## config.mk

```make
export PLATFORM = sky130hd
export DESIGN_NAME = fetch_redirect_ctrl
export DESIGN_NICKNAME = d
export VERILOG_FILES = /design/src/rtl/soin_pkg.sv /design/src/rtl/fetch_fifo.sv /design/src/rtl/fetch_redirect_ctrl.sv
export SDC_FILE = /design/constraint.sdc
export NUM_CORES = 1
export LEC_CHECK = 0
export ABC_AREA = 1
export CAP_MARGIN = 20
export CORE_MARGIN = 1.5
export CORE_UTILIZATION = 39
export DETAILED_ROUTE_END_ITERATION = 16
export SLEW_MARGIN = 0
export SYNTH_ARGS = -nofsm -noshare
export SYNTH_HDL_FRONTEND = slang
export SYNTH_SLANG_ARGS = --single-unit
```

## constraint.sdc

```tcl
create_clock -name i_clk -period 7.3 [get_ports i_clk]
set_input_delay 1.095 -clock i_clk [delete_from_list [all_inputs] [get_ports i_clk]]
set_output_delay 1.095 -clock i_clk [all_outputs]
set_load 0.05 [all_outputs]
```

## src/rtl/soin_pkg.sv

```systemverilog
// Shared types and constants for the fetch front-end.
package soin_pkg;

  localparam int XLEN = 32;
  localparam logic [XLEN-1:0] RESET_PC_DEF = 32'h0000_0000;
  localparam logic [XLEN-1:0] INSTR_NOP    = 32'h0000_0013;

  // One buffered fetch: the returned word and the PC it was fetched from.
  typedef struct packed {
    logic [XLEN-1:0] instr;
    logic [XLEN-1:0] pc;
  } fetch_entry_t;

  // RUN: every response is live. DRAIN: stale responses still to be dropped.
  typedef enum logic {
    ST_RUN   = 1'b0,
    ST_DRAIN = 1'b1
  } fetch_state_e;

  function automatic logic [XLEN-1:0] word_align(input logic [XLEN-1:0] a);
    return {a[XLEN-1:2], 2'b00};
  endfunction

endpackage

```

## src/rtl/fetch_fifo.sv

```systemverilog
// Small synchronous FIFO of fetch entries with a single-cycle flush.
module fetch_fifo
  import soin_pkg::*;
#(
  parameter int DEPTH = 2,
  localparam int CW = $clog2(DEPTH + 1)
) (
  input  logic          i_clk,
  input  logic          i_rst,
  input  logic          i_push,
  input  fetch_entry_t  i_data,
  input  logic          i_pop,
  input  logic          i_flush,
  output fetch_entry_t  o_head,
  output logic          o_valid,
  output logic [CW-1:0] o_count
);

  localparam int AW = (DEPTH > 1) ? $clog2(DEPTH) : 1;

  fetch_entry_t  mem_q [DEPTH];
  fetch_entry_t  mem_d [DEPTH];
  logic [AW-1:0] rd_q, rd_d, wr_q, wr_d;
  logic [CW-1:0] cnt_q, cnt_d;

  function automatic logic [AW-1:0] ptr_inc(input logic [AW-1:0] p);
    return (p == AW'(DEPTH - 1)) ? '0 : p + 1'b1;
  endfunction

  // Next pointers, occupancy and storage; flush discards everything including a same-cycle push.
  always_comb begin
    mem_d = mem_q;
    rd_d  = rd_q;
    wr_d  = wr_q;
    cnt_d = cnt_q;
    if (i_flush) begin
      rd_d  = '0;
      wr_d  = '0;
      cnt_d = '0;
    end else begin
      if (i_push) begin
        mem_d[wr_q] = i_data;
        wr_d        = ptr_inc(wr_q);
      end
      if (i_pop) rd_d = ptr_inc(rd_q);
      cnt_d = cnt_q + CW'(i_push) - CW'(i_pop);
    end
  end

  // FIFO state registers.
  always_ff @(posedge i_clk or posedge i_rst) begin
    if (i_rst) begin
      for (int i = 0; i < DEPTH; i++) mem_q[i] <= '0;
      rd_q  <= '0;
      wr_q  <= '0;
      cnt_q <= '0;
    end else begin
      for (int i = 0; i < DEPTH; i++) mem_q[i] <= mem_d[i];
      rd_q  <= rd_d;
      wr_q  <= wr_d;
      cnt_q <= cnt_d;
    end
  end

  assign o_head  = mem_q[rd_q];
  assign o_valid = (cnt_q != '0);
  assign o_count = cnt_q;

  a_fifo_no_overflow: assert property (@(posedge i_clk) disable iff (i_rst)
    !(i_push && !i_pop && !i_flush && cnt_q == CW'(DEPTH)));
  a_fifo_no_underflow: assert property (@(posedge i_clk) disable iff (i_rst)
    !(i_pop && cnt_q == '0));

endmodule

```

## src/rtl/fetch_redirect_ctrl.sv

```systemverilog
// Fetch PC owner: issues in-order IMEM requests, buffers responses for decode,
// and on a taken branch/jump redirects, flushes and drops every stale response.
module fetch_redirect_ctrl
  import soin_pkg::*;
#(
  parameter logic [XLEN-1:0] RESET_PC = RESET_PC_DEF,
  parameter int              DEPTH    = 2
) (
  input  logic            i_clk,
  input  logic            i_rst,
  input  logic            i_B_J_result,
  input  logic [XLEN-1:0] i_target,
  output logic            o_imem_req,
  output logic [XLEN-1:0] o_imem_addr,
  input  logic            i_imem_gnt,
  input  logic            i_imem_rvalid,
  input  logic [XLEN-1:0] i_imem_rdata,
  output logic            o_instr_valid,
  output logic [XLEN-1:0] o_instr,
  output logic [XLEN-1:0] o_instr_pc,
  input  logic            i_instr_ready
);

  localparam int          CW      = $clog2(DEPTH + 1);
  localparam logic [CW:0] DEPTH_W = (CW + 1)'(DEPTH);

  fetch_state_e    state_q, state_d;
  logic [CW-1:0]   out_q, out_d;      // granted, response not yet returned
  logic [CW-1:0]   disc_q, disc_d;    // responses still to be dropped
  logic            req_q, req_d;
  logic [XLEN-1:0] addr_q, addr_d;    // address currently (or next) presented
  logic [XLEN-1:0] nxt_q, nxt_d;      // redirect target parked behind a stale pending request
  logic            stale_q, stale_d;  // presented request predates a redirect
  logic [XLEN-1:0] rsp_pc_q, rsp_pc_d;

  logic            gnt_fire, drop, push, pop;
  logic [CW:0]     cnt_nxt;
  logic [CW-1:0]   fifo_cnt;
  logic            fifo_valid;
  fetch_entry_t    fifo_head, fifo_in;

  assign gnt_fire = req_q & i_imem_gnt;
  assign drop     = (state_q == ST_DRAIN);
  assign push     = i_imem_rvalid & ~drop & ~i_B_J_result;
  assign pop      = fifo_valid & i_instr_ready & ~i_B_J_result;
  assign fifo_in  = '{instr: i_imem_rdata, pc: rsp_pc_q};

  fetch_fifo #(.DEPTH(DEPTH)) u_fifo (
    .i_clk   (i_clk),
    .i_rst   (i_rst),
    .i_push  (push),
    .i_data  (fifo_in),
    .i_pop   (pop),
    .i_flush (i_B_J_result),
    .o_head  (fifo_head),
    .o_valid (fifo_valid),
    .o_count (fifo_cnt)
  );

  // Credit accounting, request generation, discard count and PC tracking.
  always_comb begin
    out_d    = out_q + CW'(gnt_fire) - CW'(i_imem_rvalid);
    cnt_nxt  = i_B_J_result ? '0 : ({1'b0, fifo_cnt} + (CW + 1)'(push) - (CW + 1)'(pop));
    // Credits never grow without a grant, so a raised request stays raised until granted.
    req_d    = (({1'b0, out_d}) + cnt_nxt) < DEPTH_W;

    if (i_B_J_result) disc_d = out_d;
    else              disc_d = disc_q - CW'(i_imem_rvalid & drop) + CW'(gnt_fire & stale_q);

    addr_d   = addr_q;
    nxt_d    = nxt_q;
    stale_d  = stale_q;
    if (gnt_fire) begin
      addr_d  = stale_q ? nxt_q : addr_q + 32'd4;
      stale_d = 1'b0;
    end
    if (i_B_J_result) begin
      // A request already on the bus must not change; park the target behind it.
      if (req_q && !i_imem_gnt) begin
        nxt_d   = word_align(i_target);
        stale_d = 1'b1;
      end else begin
        addr_d  = word_align(i_target);
      end
    end

    rsp_pc_d = rsp_pc_q;
    if (i_B_J_result) rsp_pc_d = word_align(i_target);
    else if (push)    rsp_pc_d = rsp_pc_q + 32'd4;
  end

  // RUN/DRAIN next state: DRAIN while any stale response is still expected.
  always_comb begin
    state_d = state_q;
    case (state_q)
      ST_RUN:   if (disc_d != '0) state_d = ST_DRAIN;
      ST_DRAIN: if (disc_d == '0) state_d = ST_RUN;
      default:  state_d = ST_RUN;
    endcase
  end

  // Control state registers.
  always_ff @(posedge i_clk or posedge i_rst) begin
    if (i_rst) begin
      state_q  <= ST_RUN;
      out_q    <= '0;
      disc_q   <= '0;
      req_q    <= 1'b0;
      addr_q   <= RESET_PC;
      nxt_q    <= RESET_PC;
      stale_q  <= 1'b0;
      rsp_pc_q <= RESET_PC;
    end else begin
      state_q  <= state_d;
      out_q    <= out_d;
      disc_q   <= disc_d;
      req_q    <= req_d;
      addr_q   <= addr_d;
      nxt_q    <= nxt_d;
      stale_q  <= stale_d;
      rsp_pc_q <= rsp_pc_d;
    end
  end

  assign o_imem_req    = req_q;
  assign o_imem_addr   = addr_q;
  assign o_instr_valid = fifo_valid;
  assign o_instr       = fifo_valid ? fifo_head.instr : '0;
  assign o_instr_pc    = fifo_valid ? fifo_head.pc    : '0;

  a_out_no_overflow: assert property (@(posedge i_clk) disable iff (i_rst)
    !(gnt_fire && !i_imem_rvalid && out_q == CW'(DEPTH)));
  a_out_no_underflow: assert property (@(posedge i_clk) disable iff (i_rst)
    !(i_imem_rvalid && out_q == '0));
  a_disc_bounded: assert property (@(posedge i_clk) disable iff (i_rst)
    disc_q <= out_q);
  a_state_matches: assert property (@(posedge i_clk) disable iff (i_rst)
    (state_q == ST_DRAIN) == (disc_q != '0));

endmodule
```

==> results.json, run 1 <==
{
  "wl_met3_mm": 1.968,
  "grt_setup_unrepaired": "no",
  "post-cts-setup-buffer-count": 0,
  "outcome": "complete, no violations",
  "ys.flop_type": "dfrtp_1",
  "rows": 63,
  "ys_ff_latch": 227,
  "hold_path_class": "flop to flop",
  "firstDrtPassIters": 5,
  "critPathCaptureType": "output pin",
  "clk_pin_slew_ns": 0.06,
  "synth_edf_count": 0,
  "wl_per_cell_microns": 16.12,
  "cts-root-to-sink-buffers": 3,
  "top_layer_used": "met4",
  "ys_seq_area_frac": 0.4805,
  "fillers": 2940,
  "grt_overflow": 0,
  "ys_warn_count": 0,
  "fin_util": 0.4901,
  "final_common_cell": "nand2_1",
  "finalPower_uw": 5635,
  "clk_latency_ns": 0.53,
  "dieArea_sq_um": 31370,
  "worst_slew_pin_slew_ns": 0.9089,
  "wl_met1_mm": 15.35,
  "grt_pass1_vias": 10010,
  "postRouteAntennaNets": 0,
  "port-buffer-count": 163,
  "synthDistinctLibCells": 42,
  "crit_path_start_kind": "flop",
  "finalSetupViolCount": 0,
  "r2r-start": "u_fifo.o_count[0]",
  "layout_common_cells": "504 x nand2_1, 226 x dfrtp_1, 163 x clkdlybuf4s50_1",
  "synth_top_area_cell": "dfrtp_1",
  "dp_hpwl_mm": 22.18,
  "setup-tns-final_ns": 0,
  "routed-wl-met2_mm": 15.22,
  "die_y_microns": 177.1,
  "drt-initial-drc-count": 871,
  "slew_headroom": 0.3941,
  "arrival_ns": 3.49,
  "p_per_area_nw_per_um2": 386.9,
  "drc": 0,
  "design.core.area_sq_um": 29720,
  "die_w_microns": 177.1,
  "required_ns": 6.20,
  "placed_area_sq_um": 13650,
  "cp-startpoint": "u_fifo.rd_q",
  "routed_wl_mm": 33.30,
  "synth_area_sq_um": 11820,
  "track_usage": 0.2166,
  "drv_cap": 0,
  "fin_crit_sh": 0.6274,
  "cts_buffers": 26,
  "r2r_slack_ns": 4.05,
  "avgSynthCellArea_sq_um": 7.742,
  "postCtsResizedCells": 0,
  "crit_end": "o_instr_pc[19]",
  "antenna_found_initial": 0,
  "boundaryPins": 168,
  "synth_top_cell_area_share": 0.4805,
  "ir_drop_mv": 0.2071,
  "drive_above_1_share": 0.06802,
  "final-max-slew-violation-count": 0,
  "tritoncts": "yes",
  "max_freq_ghz": 0.2183,
  "grt_max_degree": 152,
  "final_hold_viol_count": 0,
  "cts_sinks": 227,
  "vias": 10540,
  "syn_inst": 1527,
  "fin_area_sq_um": 14570,
  "crit_type": "flop to output pin",
  "grt_pass1_wl_mm": 54.25,
  "synthTopCellsByArea": "dfrtp_1 48%, nand2_1 16%, o21ai_1 4.7%, inv_1 4.6%, a21oi_1 4.1%",
  "area_growth_pct": 23.20,
  "r2r_end": "o_imem_req",
  "start_util": 0.3978,
  "synthArstFlopShare": 1.000,
  "fin_crit_ns": 4.580,
  "htree_levels": 1,
  "cts_root_buffer": "clkbuf_16",
  "gp_congestion": 0.9353,
  "fin_skew_ns": 0.01293,
  "reg2reg_depth": 13,
  "p_leak_uw": 0.006644,
  "final_net_count": 1737,
  "vias_per_cell": 5.101,
  "postCtsHoldBufs": 0,
  "n_antenna_cell": 0,
  "worstPathMaxFanout": 63
}
[kinds of logic after synthesis]
logic type,count (synthesis),synth area share
adder cells (fa/ha/maj),10,0.01185
AND/OR/NAND/NOR,706,0.2522
XOR/XNOR,22,0.01630
flip-flops,227,0.4805
buffers and inverters,228,0.08361
AO/OA/AOI/OAI,333,0.1553
other,1,0.0003172
[registers in the layout (all words and copies together), names as in the netlist, 2 cells and up]
name and flops:
rsp_pc_q 30, disc_q 2, u_fifo.o_count 2, o_imem_addr 32
out_q 2, nxt_q 30, u_fifo.mem_q 124
[cell type report]
type | count | area [sq um] | area share
clock buffers | 40 | 794.5 | 0.05455
clock inverters | 7 | 91.34 | 0.006271
inverters | 153 | 580.6 | 0.03986
multi-input cells | 1073 | 5167 | 0.3548
flip-flops and latches | 227 | 5682 | 0.3901
well taps | 390 | 488.0 | 0.03350
repair buffers | 176 | 1762 | 0.1210
[worst max-delay path, cell delays in order, from the launching register on]
cell and delay [ns]:
dfrtp_2 0.38, buf_4 0.32, inv_2 0.47, buf_4 0.53, nand2_1 0.12, a21oi_1 0.18, clkdlybuf4s50_1 0.86
[cell usage after synthesis (11+ instances only)]
| cell type | n |
|---|---|
| nand2_1 | 504 |
| dfrtp_1 | 227 |
| inv_1 | 144 |
| o21ai_1 | 110 |
| a21oi_1 | 97 |
| nor2_1 | 88 |
| o21ai_0 | 70 |
| nand3_1 | 54 |
| clkbuf_1 | 39 |
| xor2_1 | 22 |
| buf_2 | 17 |
| buf_6 | 13 |
| a22oi_1 | 12 |
| a221oi_1 | 11 |
[power by group]
group | switching [uW] | internal [uW] | leakage, uW
Combinational | 1430 | 738 | 0.00336
Clock | 519 | 818 | 0.000440
Sequential | 372 | 1760 | 0.00285
Total | 2320 | 3310 | 0.00664
[per-stage QoR]
| step | std cells | hold WS [ns] | setup slack [ns] |
|---|---|---|---|
| 4_1_cts | 2065 | 0.4803 | 2.657 |
| 2_1_floorplan | 1528 | 0.4422 | 3.239 |
| 3_3_place_gp | 2018 | 0.4570 | 3.259 |
| 6_report | 2066 | 0.4800 | 2.720 |
| 5_1_grt | 2066 | 0.5040 | 2.529 |
| 3_5_place_dp | 2018 | 0.4668 | 3.269 |
[how the worst min path moves through the flow]
stage                   start   endpoint  slack (ns)  cells past startpoint
global route        nxt_q[26]  nxt_q[26]        0.50                      2
global placement    nxt_q[22]  nxt_q[22]        0.46                      2
CTS                 nxt_q[22]  nxt_q[22]        0.48                      2
finish              nxt_q[22]  nxt_q[22]        0.48                      2
floorplan           nxt_q[22]  nxt_q[22]        0.44                      2
detailed placement  nxt_q[26]  nxt_q[26]        0.47                      2
[layer usage]
metal / global-route usage / up-vias
li1: - / 5184
met1: 0.3138 / 4992
met2: 0.3377 / 312
met3: 0.02857 / 50
met4: 0.06109 / 0
met5: 0 / -
(Power assumes the default switching activity.)
==> run 2: changes to the inputs <==
Clock period 7.3 ns to 4.41 ns, I/O delays scaled along.
==> run 2 against run 1 <==
  * Power grew 69%
  * Sequential cell count stayed put
  * Cell count up 0.15%
  * Global-route usage rose by 0.16 points
  * Clock power up 78%
  * Clock skew shrank 0.0021 ns
  * Sequential share of layout area shrank 0.31 points
  * Via count decreased by 0.56%
  * Critical endpoint is now o_instr[19]
  * Worst hold slack got worse by 0.0034 ns
  * Routed wire length up 0.65%
  * Design area is 0.81% higher
==> results.json, run 2 (synthesized netlist as in run 1, its figures left out) <==
{
  "outcome": "complete, no violations",
  "placed_cells": 2021,
  "n_antenna_cell": 0,
  "critPathCaptureType": "output pin",
  "fin_ws_ns": 0.9484,
  "fin_crit_sh": 0.7850,
  "fillers": 2923,
  "fin_area_sq_um": 14680,
  "largest_reg_flops": 124,
  "swShare": 0.4070,
  "drive_above_1_share": 0.07028,
  "crit_path_start_kind": "flop",
  "cts-root-to-sink-buffers": 3,
  "post-place-ws_ns": 0.9123,
  "internal-power_uw": 5639,
  "regArea_sq_um": 5682,
  "start_util": 0.3978,
  "cts_buffers": 27,
  "cts_root_buffer": "clkbuf_16",
  "drv_cap": 0,
  "die_y_microns": 177.1,
  "grt_overflow": 0,
  "worst_slew_pin_slew_ns": 0.9386,
  "ir_drop_mv": 0.3049,
  "post-cts-setup-buffer-count": 0,
  "firstDrtPassIters": 5,
  "vias": 10480,
  "setup-tns-final_ns": 0,
  "p_comb_frac": 0.376,
  "hold_path_class": "flop to flop",
  "fin_util": 0.4941,
  "tritoncts": "yes",
  "multiInputGateArea_sq_um": 5167,
  "dieArea_sq_um": 31370,
  "worstPathMaxFanout": 37,
  "required_ns": 3.75,
  "fin_skew_ns": 0.01082,
  "port-buffer-count": 163,
  "layout_common_cells": "504 x nand2_1, 226 x dfrtp_1, 163 x clkdlybuf4s50_1",
  "grt_pass1_wl_mm": 54.46,
  "die_w_microns": 177.1,
  "postRouteAntennaNets": 0,
  "finalNonFillerCells": 2069,
  "clk_latency_ns": 0.53,
  "design.core.area_sq_um": 29720,
  "p_seq_frac": 0.372,
  "max_freq_ghz": 0.2889,
  "placed_area_sq_um": 13720,
  "fin_crit_ns": 3.462,
  "postCtsHoldBufs": 0,
  "grt_max_degree": 71,
  "slew_headroom": 0.3730,
  "postCtsResizedCells": 0,
  "p_per_area_nw_per_um2": 647.6,
  "area_growth_pct": 24.19,
  "finalSetupViolCount": 0,
  "arrival_ns": 2.80,
  "gp_congestion": 0.8999,
  "dp_hpwl_mm": 22.76,
  "drt-initial-drc-count": 936,
  "p_leak_uw": 0.006691,
  "boundaryPins": 168,
  "clk_pin_slew_ns": 0.06,
  "drc": 0,
  "htree_levels": 1,
  "rows": 63,
  "final_net_count": 1740,
  "clkPwrFrac": 0.251,
  "final_hold_viol_count": 0,
  "vias_per_cell": 5.065,
  "final-max-slew-violation-count": 0,
  "track_usage": 0.2182,
  "switching_power_uw": 3869,
  "wl_per_cell_microns": 16.20,
  "grt_pass1_vias": 9947,
  "routed_wl_mm": 33.51,
  "cts_sinks": 227,
  "final_common_cell": "nand2_1",
  "antenna_found_initial": 0,
  "crit_type": "flop to output pin",
  "max_flop_register": "u_fifo.mem_q",
  "grt_setup_unrepaired": "no"
}
## run 2: changes by cell type in the layout (fill, tap and decap cells not counted), sizes merged
cell | previous run | this run
clkinv | 6 | 4
clkinvlp | 1 | 3
inv | 151 | 152
buf | 13 | 15
bufinv | 2 | 5
clkbuf | 40 | 37
## run 2: area by class of cell
cell class	count	area share
Clock buffer	37	0.05198
Sequential cell	227	0.3870
Inverter	153	0.03954
Clock inverter	11	0.01329
Timing Repair Buffer	178	0.1231
Multi-Input combinational cell	1073	0.3519
Tap cell	390	0.03323
## run 2: metrics by stage
stage,hold WS [ns],power (uW)
after floorplan,0.4422,6016
after global placement,0.4596,7075
after detailed placement,0.4629,7158
after CTS,0.4775,9576
after global routing,0.5032,10170
final,0.4766,9508
## run 2: worst paths after layout
path	from	endpoint	slack (ns)	cells past startpoint
max	u_fifo.rd_q	o_instr[19]	0.95	5
min	nxt_q[23]	nxt_q[23]	0.48	2
max reg2reg	stale_q	drop	1.63	11
min reg2reg	nxt_q[23]	nxt_q[23]	0.48	2
max in group asynchronous	i_rst	u_fifo.mem_q[29]	2.85	3
min in group asynchronous	i_rst	o_imem_addr[3]	0.67	2
## run 2: power by group through the flow
stage               clock network [uW]  logic [uW]  registers, uW
finish                            2390        3580           3540
global route                      2520        4000           3660
CTS                               2430        3610           3530
detailed placement                   0        3600           3560
global placement                     0        3540           3540
floorplan                            0        2200           3820
## run 2: critical path: stages (launching register included)
cell and delay [ns]:
dfrtp_2 0.40, inv_2 0.43, buf_12 0.30, nand2_1 0.07, a21oi_1 0.19, clkdlybuf4s50_1 0.85
## run 2: routing by layer
metal | vias to the layer above | GRT usage | wire (microns)
met5 | - | 0 | 0
met4 | 0 | 0.05826 | 760
met3 | 47 | 0.02620 | 1611
met2 | 283 | 0.3452 | 15430
met1 | 4966 | 0.3152 | 15710
li1 | 5183 | - | -
